### src/rtl/ser2par_frame_assembler.sv
// ser2par_frame_assembler
//   Packs DEPTH consecutive WIDTH-bit words from a valid/ready stream into one
//   parallel frame held in a registered output slot. Full frames stream
//   back-to-back with no bubble. A level flush emits a partially assembled
//   frame together with its word count.
//
// Ports:
//   clk        rising-edge clock
//   rst        asynchronous active-high reset
//   in_data    input word
//   in_valid   in_data valid
//   in_ready   word can be taken this cycle (combinational, depends on out_ready)
//   flush      level request to emit the partially assembled frame
//   out_frame  assembled frame (registered)
//   out_valid  out_frame/out_count valid (registered)
//   out_ready  consumer takes the frame this cycle
//   out_count  number of valid words in out_frame, 1..DEPTH (registered)
module ser2par_frame_assembler #(
  parameter int WIDTH        = 32,
  parameter int DEPTH        = 4,
  parameter bit FIRST_IN_LOW = 1'b1
) (
  input  logic                       clk,
  input  logic                       rst,
  input  logic [WIDTH-1:0]           in_data,
  input  logic                       in_valid,
  output logic                       in_ready,
  input  logic                       flush,
  output logic [WIDTH*DEPTH-1:0]     out_frame,
  output logic                       out_valid,
  input  logic                       out_ready,
  output logic [$clog2(DEPTH+1)-1:0] out_count
);

  localparam int FW = $clog2(DEPTH);
  localparam int CW = $clog2(DEPTH+1);

  logic [FW-1:0]                 fill_cnt;
  logic [DEPTH-1:0][WIDTH-1:0]   asm_q;
  logic [DEPTH-1:0][WIDTH-1:0]   merged;
  logic [DEPTH-1:0]              hit;
  logic                          slot_free, last, accept, drain;
  logic                          full_emit, flush_emit, emit;
  logic [CW-1:0]                 count_next;

  assign slot_free = !out_valid | out_ready;
  assign last      = (fill_cnt == FW'(DEPTH-1));
  // The closing word needs somewhere to go, so it waits for the output slot.
  assign in_ready  = !last | slot_free;
  assign accept    = in_valid & in_ready;
  assign drain     = out_valid & out_ready;

  // A flush coinciding with the closing word is just the normal full emit.
  assign full_emit  = accept & last;
  assign flush_emit = flush & slot_free & ((fill_cnt != '0) | accept) & !full_emit;
  assign emit       = full_emit | flush_emit;

  assign count_next = CW'(fill_cnt) + CW'(accept);

  // Per-slot steering: slot i receives word index J of the frame.
  genvar i;
  generate
    for (i = 0; i < DEPTH; i++) begin : g_slot
      localparam int J = FIRST_IN_LOW ? i : DEPTH-1-i;
      assign hit[i]    = accept && (fill_cnt == FW'(J));
      assign merged[i] = hit[i] ? in_data : asm_q[i];
    end
  endgenerate

  always_ff @(posedge clk or posedge rst) begin
    if (rst) begin
      fill_cnt  <= '0;
      asm_q     <= '0;
      out_frame <= '0;
      out_valid <= 1'b0;
      out_count <= '0;
    end else if (emit) begin
      // Buffered words plus this cycle's word; untouched slots are zero
      // because the buffer is cleared after every emit.
      out_frame <= merged;
      out_count <= count_next;
      out_valid <= 1'b1;
      fill_cnt  <= '0;
      asm_q     <= '0;
    end else begin
      if (accept) begin
        asm_q    <= merged;
        fill_cnt <= fill_cnt + FW'(1);
      end
      // Frame and count keep their old values after a drain.
      if (drain) out_valid <= 1'b0;
    end
  end

endmodule
### config.mk
export PLATFORM = sky130hd
export DESIGN_NAME = ser2par_frame_assembler
export DESIGN_NICKNAME = d
export VERILOG_FILES = /design/src/rtl/ser2par_frame_assembler.sv
export SDC_FILE = /design/constraint.sdc
export NUM_CORES = 1
export LEC_CHECK = 0
export ABC_AREA = 1
export CAP_MARGIN = 20
export CELL_PAD_IN_SITES_DETAIL_PLACEMENT = 1
export CELL_PAD_IN_SITES_GLOBAL_PLACEMENT = 2
export CORE_AREA = 2 2 246 151
export CTS_CLUSTER_SIZE = 24
export DETAILED_ROUTE_END_ITERATION = 8
export DIE_AREA = 0 0 248 153
export PLACE_DENSITY = 0.82
export SLEW_MARGIN = 20
export SYNTH_ARGS = -nofsm -noshare
export SYNTH_HDL_FRONTEND = slang
export SYNTH_SLANG_ARGS = --single-unit
export TNS_END_PERCENT = 50
### constraint.sdc
create_clock -name clk -period 10.9 [get_ports clk]
set_input_delay 2.18 -clock clk [delete_from_list [all_inputs] [get_ports clk]]
set_output_delay 2.18 -clock clk [all_outputs]
set_load 0.01 [all_outputs]
# Word level (Yosys, flattened, before mapping)

Index checks and enable logic that the tools add are counted.

Bits in registers: 262
Output and inout bits: 133
Bits of input ports: 37
Word-level logic and storage cells: 44

Bitwise gates (word level): 10
$add $sub $neg: 2
Reductions and logical operators: 11
Eq/ne operators: 3
Mux-type cells: 10

Operators by type and width:

| operator                                             | number |
|---|---|
| two-way mux 128 bit                                  | 2 |
| two-way mux 32 bit                                   | 4 |
| AND 1 bit                                            | 6 |
| nonzero test 2 bit                                   | 3 |
| equality test 2 bit (second input constant)          | 2 |
| logical AND 1 bit                                    | 4 |
| two-way mux 2 bit                                    | 2 |
| OR 1 bit                                             | 4 |
| adder 2 x 1 -> 3 bit                                 | 1 |
| zero test 1 bit                                      | 3 |
| adder 2 x 1 -> 2 bit (second input constant)         | 1 |
| equality test 2 x 1 -> 1 bit (second input constant) | 1 |
| zero test 2 bit                                      | 1 |
| two-way mux 1 bit                                    | 2 |

# Longest topological paths before layout

Depth in word-level cells: 9
Mapped depth: 10
Gate-level depth less buffers: 8

# Worst setup path after synthesis

OpenSTA, ideal clock, no wires.

Path kind: input to output
Start: input port out_ready
End: output port in_ready
Data required time: 8.720 ns
Slack: 5.956 ns
Arrival: 2.764 ns
Stages on the path: 4
Path buffers: 2
Cell sequence: inv_1 > nand3_1 > buf_2 > buf_1

Cells in the longest elaborated chain, start to end: 2

Ends and longest elaborated chain:

| what            | line | text |
|---|---|---|
| start, declared | 31   | `input logic out_ready,` |
| OR 1 bit        | 46   | `assign slot_free = !out_valid \| out_ready;` |
| OR 1 bit        | 49   | `assign in_ready = !last \| slot_free;` |
| end, declared   | 27   | `output logic in_ready,` |

Every way passes these cells.

# Worst setup path after layout

Start: input port out_ready
End: register out_frame[64]

Cells in the longest elaborated chain, start to end: 7
Elaborated cells on any way between the ends: 12
Classes of those cells: 1 x mux; 9 x bitwise; 2 x reduce/logical

Ends and longest elaborated chain:

| what                                         | line   | text |
|---|---|---|
| OR 1 bit (*)                                 | 46     |  |
| OR 1 bit                                     | 49     |  |
| AND 1 bit                                    | 50     | `assign accept = in_valid & in_ready;` |
| OR 1 bit or AND 1 bit (tied branches)        | 55, 54 |  |
| AND 1 bit or zero test 1 bit (tied branches) | 55     | `assign flush_emit = flush & slot_free & ((fill_cnt != '0) \| accept) & !full_emit;` |
| AND 1 bit                                    | 55     |  |
| OR 1 bit                                     | 56     | `assign emit = full_emit \| flush_emit;` |
| end signal, assigned                         | 80     | `out_frame <= merged;` |
| end, declared                                | 29     | `output logic [WIDTH*DEPTH-1:0] out_frame,` |

Mark *: on every way between the ends. The rest lies on a longest branch, timed or not.
A chain may end at the register's enable or synchronous reset.

==> metrics <==
gpl congestion 0.7473; area of the core 35740 sq um; clk slew on worst S/H paths 60 ps; share of the yosys chip area belonging to registers 58.31%; Synth Instances 1322; post-synthesis net count 1365; Detailed Route Iter0 Violations 587; root buffer cell clkbuf_16; final setup margin 4744 ps; Syn Area/Cell 8.506 sq um; ys async rst share 100.0%; Max Transition Viols Final 0; endpoints failing hold 0; GRT Total Usage 19.13%; clock latency on the worst-skew pair 550 ps; total iterations of the first detailed-routing run 5; drc violations 0; largest net degree at the start of global routing 162; Post-Place Setup Slack 4172 ps; DR WL/cell 18.45 microns; layout cells sized above 1 3.973%; type of the tightest min-delay check reg -> reg; Post-CTS Hold Buffers 0; Multi-input gate area 3990 sq um; switching share of power 35.59%; final number of setup-violating endpoints 0; combinational share of power 36.3%; main flop type after synthesis dfrtp_1; floorplan row count 54; Data arrival, critical path 6630 ps; WS Path Type in -> reg; sw power 0.001337 W; CTS sink count 262; critical path startpoint category input pin; die height 153 microns; first-pass GRT wire length 56590 microns; Max-Cap Viols 0; total of warnings raised by yosys 0; cell leakage power 7.524 nW; Antenna Nets Post-Route 0; Final #Nets 1483; Filler Cells Inserted 4176; PortBufs 169; cts repair resizes 0; Worst slew margin 33.02%; CTS H-tree depth 1; full die area 37940 sq um; Vias/cell 4.718; Sequential cell area 6556 sq um; CP max FO 151; # IOs 170; detailed placement HPWL 22220 microns; mapped cell area 11240 sq um; synth unique cells 17; number of synthesized flops with an enable pin 0; PwrDens 266.4 nW/um^2; vias in the first global route 9666; post-layout utilization of the core 39.46%; Worst Skew 12.05 ps; total gr overflow 0; Final Non-Filler Cells 1936; placed cells 1886; total power 0.003756 W; TritonCTS Buffers 28; TNS Setup 0 ps; WL final 35730 microns; buffer count from post-CTS setup fixing 0; status complete, no violations; fmax 162.4 MHz; Vias 9134; fin crit share 56.48%; Antenna diodes 0; Final min period 6156 ps; Critical Path End Type register; Yosys reg bits 262; Reg power frac 38.6%; CTS tree yes; Clock power frac 25.1%; Initial Util 31.46%; CP required 11380 ps; RSZ-0062 raised after global routing false; clk buf depth 3; Layout Area Growth over Synthesis 25.41%; initial antenna violation count 0; Die X 248 microns; Int Power 0.002419 W; measured slew at the worst slew-check pin 1005 ps; VDD IR max 0.1344 mV
[final timing paths]
path                       cells past startpoint        endpoint          start  slack [ps]
max                                           11   out_frame[64]      out_ready        4740
min                                            2   out_frame[41]  out_frame[41]         480
max reg2reg                                   10   out_frame[64]    fill_cnt[0]        6060
min reg2reg                                    2   out_frame[41]  out_frame[41]         480
max in group asynchronous                      3      asm_q[110]            rst        7270
min in group asynchronous                      2  out_frame[109]            rst        2180
[critical path, stage by stage]
cell and delay [ps]:
clkdlybuf4s50_1 450, inv_1 70, nand3_4 440, buf_4 560, nand2_1 230, nand2_1 230, nand2_8 450, inv_4 990
buf_4 630, nand2_1 130, nand2_1 90
[stage by stage]
step	hold slack [ps]	instance area, sq um
floorplan	515.4	11240
global placement	464.0	13200
detailed placement	464.8	13200
CTS	482.4	14100
global route	503.3	14100
finish	478.3	14100
[state kept, by name, indices dropped and copies added, names as in the netlist]
signal     flops
fill_cnt       2
out_count      3
out_frame    128
out_valid      1
asm_q        128
[cell families after synthesis]
family | after synthesis | synth area share (%)
flip-flops | 262 | 58.31
XOR/XNOR | 1 | 0.07790
adder cells (fa/ha/maj) | 6 | 0.6676
AO/OA/AOI/OAI | 32 | 1.424
buffers and inverters | 163 | 6.532
AND/OR/NAND/NOR | 858 | 32.99
[cells in the mapped netlist, types with 6 or more instances]
cell	number	share of area, %
nand2_1	659	22
inv_1	70	2.3
nand4_1	96	5.3
and2_1	96	5.3
dfrtp_1	262	58
buf_2	53	2.4
clkbuf_1	24	0.80
ha_1	6	0.67
o21ai_1	32	1.4
[layout make-up]
class,count,share of cell area (%)
well taps,476,4.223
flip-flops and latches,262,46.49
clock buffers,45,5.998
multi-input cells,897,28.29
repair buffers,180,12.68
clock inverters,5,0.3549
inverters,71,1.961
[power by group through the flow]
| stage | Sequential [W] | Clock (W) | Combinational, W |
|---|---|---|---|
| after floorplan | 0.00152 | 0 | 0.000678 |
| after global placement | 0.00147 | 0 | 0.00135 |
| after detailed placement | 0.00147 | 0 | 0.00138 |
| after CTS | 0.00146 | 0.000971 | 0.00139 |
| after global routing | 0.00149 | 0.00101 | 0.00152 |
| final | 0.00145 | 0.000942 | 0.00136 |
[per-layer routing]
layer  vias up  share of wire [%]  global-route usage, %
li1       4347                  -                      -
met1      4581                 49                  28.21
met2       161                 44                  28.78
met3        45                5.7                  4.372
met4         0                1.7                  3.593
met5         -                  0                      0
[cells in the final DEF (no fill, tap or decap), types with 10 or more instances in the layout]
cell / count
and2_1: 96
buf_4: 10
clkbuf_1: 10
clkbuf_16: 29
clkdlybuf4s50_1: 168
dfrtp_1: 262
inv_1: 69
nand2_1: 659
nand4_1: 96
o21ai_1: 32
Power figures use the tool's default switching activity.
